$ cat src/rtl/btb_update_ctrl.sv
// BTB write-port scheduler: filters, coalesces and queues resolved-branch updates, and runs flush walks.
// Optional BTBQ_STATS_EN adds saturating filtered/dropped update counters.
module btb_update_ctrl #(
  parameter int QDEPTH = 4,
  parameter int NWAY   = 8,
  parameter int AW     = 32,
  localparam int QW    = $clog2(QDEPTH),
  localparam int WW    = (NWAY > 1) ? $clog2(NWAY) : 1
) (
  input  logic          clk,
  input  logic          rst,
  input  logic          stall,
  input  logic          upd0_valid,
  input  logic [AW-1:0] upd0_pc,
  input  logic [AW-1:0] upd0_target,
  input  logic          upd1_valid,
  input  logic [AW-1:0] upd1_pc,
  input  logic [AW-1:0] upd1_target,
  output logic          upd_ready,
  input  logic          flush_req,
  output logic          flush_busy,
  output logic          btb_wr_valid,
  output logic          btb_wr_inv,
  output logic [WW-1:0] btb_wr_way,
  output logic [AW-1:0] btb_wr_pc,
  output logic [AW-1:0] btb_wr_target,
  input  logic          btb_wr_ready,
  output logic [QW:0]   q_count
`ifdef BTBQ_STATS_EN
  ,
  output logic [15:0]   stat_filtered,
  output logic [15:0]   stat_dropped
`endif
);

  typedef enum logic [1:0] {IDLE, FWAIT, FLUSH} state_t;

  state_t state, state_nxt;
  logic flush_pend;

  logic [AW-1:0] pc_mem  [QDEPTH];
  logic [AW-1:0] tgt_mem [QDEPTH];
  logic [QW-1:0] wptr, rptr, tail_ptr;
  logic [QW:0]   count;

  logic idle, hs, can_load, pop_old, bypass, pop, clear;
  logic tail_ok, last_way;
  logic fall0, fall1, ok0, ok1, coll, p0;
  logic coal0, coal1, push0, push1;
  logic [AW-1:0] head_pc, head_tgt;

  assign q_count  = count;
  assign idle     = (state == IDLE);
  assign hs       = btb_wr_valid & btb_wr_ready;
  assign last_way = (btb_wr_way == WW'(NWAY - 1));
  assign tail_ptr = wptr - 1'b1;

  assign fall0 = (upd0_target == upd0_pc + AW'(4));
  assign fall1 = (upd1_target == upd1_pc + AW'(4));
  assign ok0   = upd0_valid & upd_ready & ~fall0;
  assign ok1   = upd1_valid & upd_ready & ~fall1;
  assign coll  = ok0 & ok1 & (upd0_pc == upd1_pc);
  assign p0    = ok0 & ~coll;

  // Coalescing only sees entries that stay queued after this cycle's pop.
  assign can_load = (~btb_wr_valid | hs) & ~stall & idle;
  assign pop_old  = can_load & (count != '0);
  assign tail_ok  = (count > (QW+1)'(pop_old));

  assign coal0 = p0 & tail_ok & (upd0_pc == pc_mem[tail_ptr]);
  assign push0 = p0 & ~coal0;
  assign coal1 = ok1 & ~p0 & tail_ok & (upd1_pc == pc_mem[tail_ptr]);
  assign push1 = ok1 & ~coal1;

  assign bypass = can_load & (count == '0) & (push0 | push1);
  assign pop    = pop_old | bypass;
  assign clear  = (state == FWAIT) & (~btb_wr_valid | hs);

  always_comb begin
    head_pc  = pc_mem[rptr];
    head_tgt = tgt_mem[rptr];
    if (count == '0) begin
      head_pc  = push0 ? upd0_pc : upd1_pc;
      head_tgt = push0 ? upd0_target : upd1_target;
    end
  end

  always_ff @(posedge clk) begin
    if (push0) begin
      pc_mem[wptr]  <= upd0_pc;
      tgt_mem[wptr] <= upd0_target;
    end
    if (push1) begin
      pc_mem[wptr + QW'(push0)]  <= upd1_pc;
      tgt_mem[wptr + QW'(push0)] <= upd1_target;
    end
    if (coal0) tgt_mem[tail_ptr] <= upd0_target;
    if (coal1) tgt_mem[tail_ptr] <= upd1_target;
  end

  always_ff @(posedge clk or posedge rst) begin
    if (rst) begin
      wptr  <= '0;
      rptr  <= '0;
      count <= '0;
    end else if (clear) begin
      wptr  <= '0;
      rptr  <= '0;
      count <= '0;
    end else begin
      wptr  <= wptr + QW'(push0) + QW'(push1);
      rptr  <= rptr + QW'(pop);
      count <= count + (QW+1)'(push0) + (QW+1)'(push1) - (QW+1)'(pop);
    end
  end

  always_ff @(posedge clk or posedge rst) begin
    if (rst) state <= IDLE;
    else     state <= state_nxt;
  end

  always_comb begin
    state_nxt = state;
    unique case (state)
      IDLE:    if (flush_pend) state_nxt = FWAIT;
      FWAIT:   if (clear) state_nxt = FLUSH;
      FLUSH:   if (hs && last_way) state_nxt = IDLE;
      default: state_nxt = IDLE;
    endcase
  end

  always_comb begin
    flush_busy = flush_pend | ~idle;
    upd_ready  = ~rst & idle & ~flush_pend
               & (count <= (QW+1)'(QDEPTH - 2));
  end

  always_ff @(posedge clk or posedge rst) begin
    if (rst) begin
      flush_pend <= 1'b0;
    end else if (state == FLUSH && hs && last_way) begin
      flush_pend <= 1'b0;
    end else if (flush_req && idle && !flush_pend) begin
      flush_pend <= 1'b1;
    end
  end

  always_ff @(posedge clk or posedge rst) begin
    if (rst) begin
      btb_wr_valid  <= 1'b0;
      btb_wr_inv    <= 1'b0;
      btb_wr_way    <= '0;
      btb_wr_pc     <= '0;
      btb_wr_target <= '0;
    end else begin
      unique case (state)
        IDLE: begin
          if (can_load && (count != '0 || push0 || push1)) begin
            btb_wr_valid  <= 1'b1;
            btb_wr_inv    <= 1'b0;
            btb_wr_way    <= '0;
            btb_wr_pc     <= head_pc;
            btb_wr_target <= head_tgt;
          end else if (hs) begin
            btb_wr_valid <= 1'b0;
          end
        end
        FWAIT: begin
          if (clear) begin
            btb_wr_valid  <= 1'b1;
            btb_wr_inv    <= 1'b1;
            btb_wr_way    <= '0;
            btb_wr_pc     <= '0;
            btb_wr_target <= '0;
          end
        end
        FLUSH: begin
          if (hs) begin
            if (last_way) begin
              btb_wr_valid <= 1'b0;
              btb_wr_inv   <= 1'b0;
              btb_wr_way   <= '0;
            end else begin
              btb_wr_way <= btb_wr_way + 1'b1;
            end
          end
        end
        default: btb_wr_valid <= 1'b0;
      endcase
    end
  end

`ifdef BTBQ_STATS_EN
  logic [16:0] filt_sum, drop_sum;

  always_comb begin
    filt_sum = {1'b0, stat_filtered}
             + 17'(upd0_valid & upd_ready & fall0)
             + 17'(upd1_valid & upd_ready & fall1)
             + 17'(coll) + 17'(coal0) + 17'(coal1);
    drop_sum = {1'b0, stat_dropped}
             + 17'(upd0_valid & ~upd_ready)
             + 17'(upd1_valid & ~upd_ready)
             + (clear ? 17'(count) : 17'd0);
  end

  always_ff @(posedge clk or posedge rst) begin
    if (rst) begin
      stat_filtered <= '0;
      stat_dropped  <= '0;
    end else begin
      stat_filtered <= filt_sum[16] ? 16'hFFFF : filt_sum[15:0];
      stat_dropped  <= drop_sum[16] ? 16'hFFFF : drop_sum[15:0];
    end
  end
`endif

endmodule

$ cat config.mk
export PLATFORM = sky130hd
export DESIGN_NAME = btb_update_ctrl
export DESIGN_NICKNAME = d
export VERILOG_FILES = /design/src/rtl/btb_update_ctrl.sv
export SDC_FILE = /design/constraint.sdc
export NUM_CORES = 1
export LEC_CHECK = 0
export ABC_CLOCK_PERIOD_IN_PS = 6800
export CAP_MARGIN = 40
export CORE_MARGIN = 1
export CORE_UTILIZATION = 50
export CTS_BUF_LIST = sky130_fd_sc_hd__clkbuf_4 sky130_fd_sc_hd__clkbuf_8 sky130_fd_sc_hd__clkbuf_16
export CTS_CLUSTER_SIZE = 14
export DETAILED_ROUTE_END_ITERATION = 8
export GPL_TIMING_DRIVEN = 0
export PLACE_DENSITY_LB_ADDON = 0.2
export SYNTH_ARGS = -nofsm -noshare
export SYNTH_HDL_FRONTEND = slang
export SYNTH_SLANG_ARGS = --single-unit
$ cat constraint.sdc
create_clock -name clk -period 6.8 [get_ports clk]
set_input_delay 1.7 -clock clk [delete_from_list [all_inputs] [get_ports clk]]
set_output_delay 1.7 -clock clk [all_outputs]
set_load 0.02 [all_outputs]
==> flow_metrics.tcl <==
set metrics [dict create \
    status "completed" \
    synth.avg_cell_area_um2 12.89 \
    rows 76 \
    synth_edf_count 256 \
    critPathArrivalTime_ps 7090 \
    critPathSlowestCell "or4_1" \
    worst-path-buf-inv 7 \
    clk_transition_reported_paths_ps 60 \
    worstSetupStartpointType "primary input" \
    final_layout_size_suffix_gt1_frac 0.3181 \
    r2r_slack_ps 330 \
    multi_input_area_mm2 0.01164 \
    crit_path_cell_trace "clkdlybuf4s50_1 > clkbuf_1 > inv_1 > nor2_1 > a22oi_1 > nor2_1 > nand4_1 > or4_1 > o21ai_2 > nor2_4 > buf_8 > buf_4 > ha_2 > xnor2_2 > o21ai_4 > buf_4 > clkbuf_4 > mux2_2" \
    routed-via-count 16550 \
    grt_pass1_wl_um 107400 \
    wl_um 74090 \
    grt_pass1_vias 16150 \
    area_delta_synth_final_pct 21.57 \
    antenna_found_initial 4 \
    hp-class "flip-flop to flip-flop" \
    insertion_delay_ps 570 \
    path_class "primary input to flip-flop" \
    die_w_um 211.3 \
    reg2reg_to "tgt_mem[3][18]$_DFFE_PP_" \
    finalMaxSlewViolations 0 \
    hold_buffers 0 \
    cp_slowest_stage_delay_ps 680 \
    cp_num_cells 18 \
    coreArea_mm2 0.04317 \
    leakage_nw 9.065 \
    die_h_um 211.3 \
    cts_buffer_depth 3 \
    final_cell_area_mm2 0.02662 \
    firstDrtPassIters 5 \
    cp.required_ps 7110 \
    root_buffer "clkbuf_16" \
    start_util 0.5071 \
    drc 0 \
    place_congestion 0.9867 \
    ys.warnings.count 0 \
    drtIter0Drc 2187 \
    ys_async_sr_fraction 0.2358 \
    timing_hold_violations_final 0 \
    path_max_fanout 10 \
    syn_area_mm2 0.02189 \
    ys_seq_area_frac 0.4414 \
    synth.distinct_cells 75 \
    numCtsBuffers 39 \
    nets 2118 \
    regArea_mm2 0.009664 \
    nFillCells 3494 \
    ant_nets 0 \
    clock_skew_ps 24.05 \
    fmax_ghz 0.1475 \
    cts_tree "yes" \
    clock_sinks 335 \
    h-tree-depth 2 \
    ys_seq_elements 335 \
    synth_fp_nets 1850 \
    io_buffers 180 \
    worst_pin_slew_ps 947.3 \
    reg2reg_depth 22 \
    synth_ff_type "edfxtp_1" \
    grt_overflow 0 \
    crit_path_start "upd0_pc[13]" \
    grt_max_degree 54 \
    critPathTopFamily "buffers and inverters" \
    hpwl_um 53450 \
    period_share 0.9969 \
    setup_viol 0 \
    wire_per_inst_um 28.67 \
    track_usage 0.3336 \
    crit_end "tgt_mem[3][18]$_DFFE_PP_" \
    post_drt_via_cell_ratio 6.404 \
    placed_area_mm2 0.02498 \
    cap_violations 0 \
    synthCells 1699 \
    dieArea_mm2 0.04463 \
    relSlewSlack 0.3685 \
    ir_drop_mv 0.2283 \
    pre_cts_slack_ps -1994 \
    p_per_area_mw_per_mm2 299.2 \
    ios 209 \
    period_minus_slack_ps 6779 \
    worst_slack_ps 20.75 \
    worst_r2r_startpoint "wptr[0]$_DFF_PP0_" \
    finalPower_mw 7.964 \
    end_kind "flip-flop" \
]
## sequential cells by signal, summed over array words and instances, names as in the netlist
name,cells
btb_wr_target,32
wptr,2
tgt_mem,128
btb_wr_pc,32
rptr,2
pc_mem,128
btb_wr_way,3
q_count,3
state,2
btb_wr_valid,1
flush_pend,1
btb_wr_inv,1
## synth_stat cells (8+ instances only)
cell	count	area, um2
nand2_1	43	161.4
xor2_1	66	578.1
ha_1	14	175.2
nor3_1	13	65.06
buf_2	34	170.2
xnor2_1	100	875.8
nand3_1	33	165.2
nor4_1	31	193.9
mux4_2	91	2049
or3_1	10	62.56
inv_1	24	90.09
clkbuf_1	93	349.1
buf_1	15	56.30
a21oi_1	15	75.07
a211oi_1	67	503.0
nand4_1	30	187.7
o21ai_0	22	110.1
nor2_1	107	401.6
a22oi_1	8	60.06
mux2_4	60	900.9
and3_1	8	50.05
edfxtp_1	256	7687
mux2_2	258	2905
dfrtp_1	79	1977
and4_1	8	70.07
nand2b_1	8	50.05
mux2i_1	85	850.8
## per-stage QoR
| stage | util | setup TNS, ps | std cells | hold WS, ps |
|---|---|---|---|---|
| after floorplan | - | 0 | 1699 | 503.1 |
| after global placement | 0.5658 | -1236140 | 2464 | 494.3 |
| after detailed placement | 0.5786 | -681450 | 2496 | 493.6 |
| after CTS | 0.6116 | -155.0 | 2573 | 512.4 |
| after global routing | 0.6164 | -4871 | 2582 | 517.7 |
| final | 0.6165 | 0 | 2584 | 506.4 |
## layout by cell type (no fill, tap or decap), types with 42 or more instances in the layout
cell type and count:
clkbuf_1 71, a211oi_1 67, mux2_4 60, dfrtp_1 79
nor2_1 103, mux2i_1 84, nand2_1 42, mux2_2 258
xnor2_1 99, edfxtp_1 256, clkdlybuf4s50_1 180, xor2_1 65
mux4_2 91
## where the power goes
part / switching [mW] / internal [mW]
registers: 0.138 / 2.44
logic: 1.72 / 1.60
clock network: 0.885 / 1.18
## worst min path at each step
| stage | cells after the start | endpoint | slack [ps] | startpoint |
|---|---|---|---|---|
| floorplan | 2 | state[0]$_DFFE_PP0P_ | 500 | flush_pend$_DFFE_PP0P_ |
| global route | 1 | btb_wr_target[3]$_DFFE_PP0P_ | 520 | btb_wr_target[3]$_DFFE_PP0P_ |
| global placement | 1 | btb_wr_target[2]$_DFFE_PP0P_ | 490 | btb_wr_target[2]$_DFFE_PP0P_ |
| finish | 1 | btb_wr_target[9]$_DFFE_PP0P_ | 510 | btb_wr_target[9]$_DFFE_PP0P_ |
| CTS | 1 | btb_wr_target[7]$_DFFE_PP0P_ | 510 | btb_wr_target[7]$_DFFE_PP0P_ |
| detailed placement | 1 | btb_wr_pc[26]$_DFFE_PP0P_ | 490 | btb_wr_pc[26]$_DFFE_PP0P_ |
## timing repair
action | CTS | global route
pin swaps | 4 | 1
buffers inserted | 7 | 7
cloned | 0 | 0
setup endpoints to repair | 579 | 423
resized for setup | 53 | 30
## metal layers
metal | vias up | part of all wire | global-route usage
met4 | 4 | 0.033 | 0.1124
li1 | 7103 | - | -
met5 | - | 0.00034 | 0
met1 | 8365 | 0.40 | 0.4626
met2 | 934 | 0.46 | 0.5137
met3 | 142 | 0.11 | 0.07924
## logic make-up after synthesis
group / share of synthesized area
muxes: 0.3063
DFF: 0.4414
and+or+nand+nor: 0.07870
AOI/OAI and AO/OA: 0.05944
buffers and inverters: 0.03789
xor gates and xnor gates: 0.06641
adders and majority gates: 0.009830
## cell type report
class | instances | area share
multi-input combinational | 1186 | 0.4372
sequential | 335 | 0.3631
timing repair buffer | 227 | 0.09158
clock buffer | 57 | 0.04330
buffer | 154 | 0.03103
tap | 585 | 0.02750
inverter | 24 | 0.003479
clock inverter | 13 | 0.002539
antenna | 3 | 0.0002821
(Power assumes the default switching activity.)
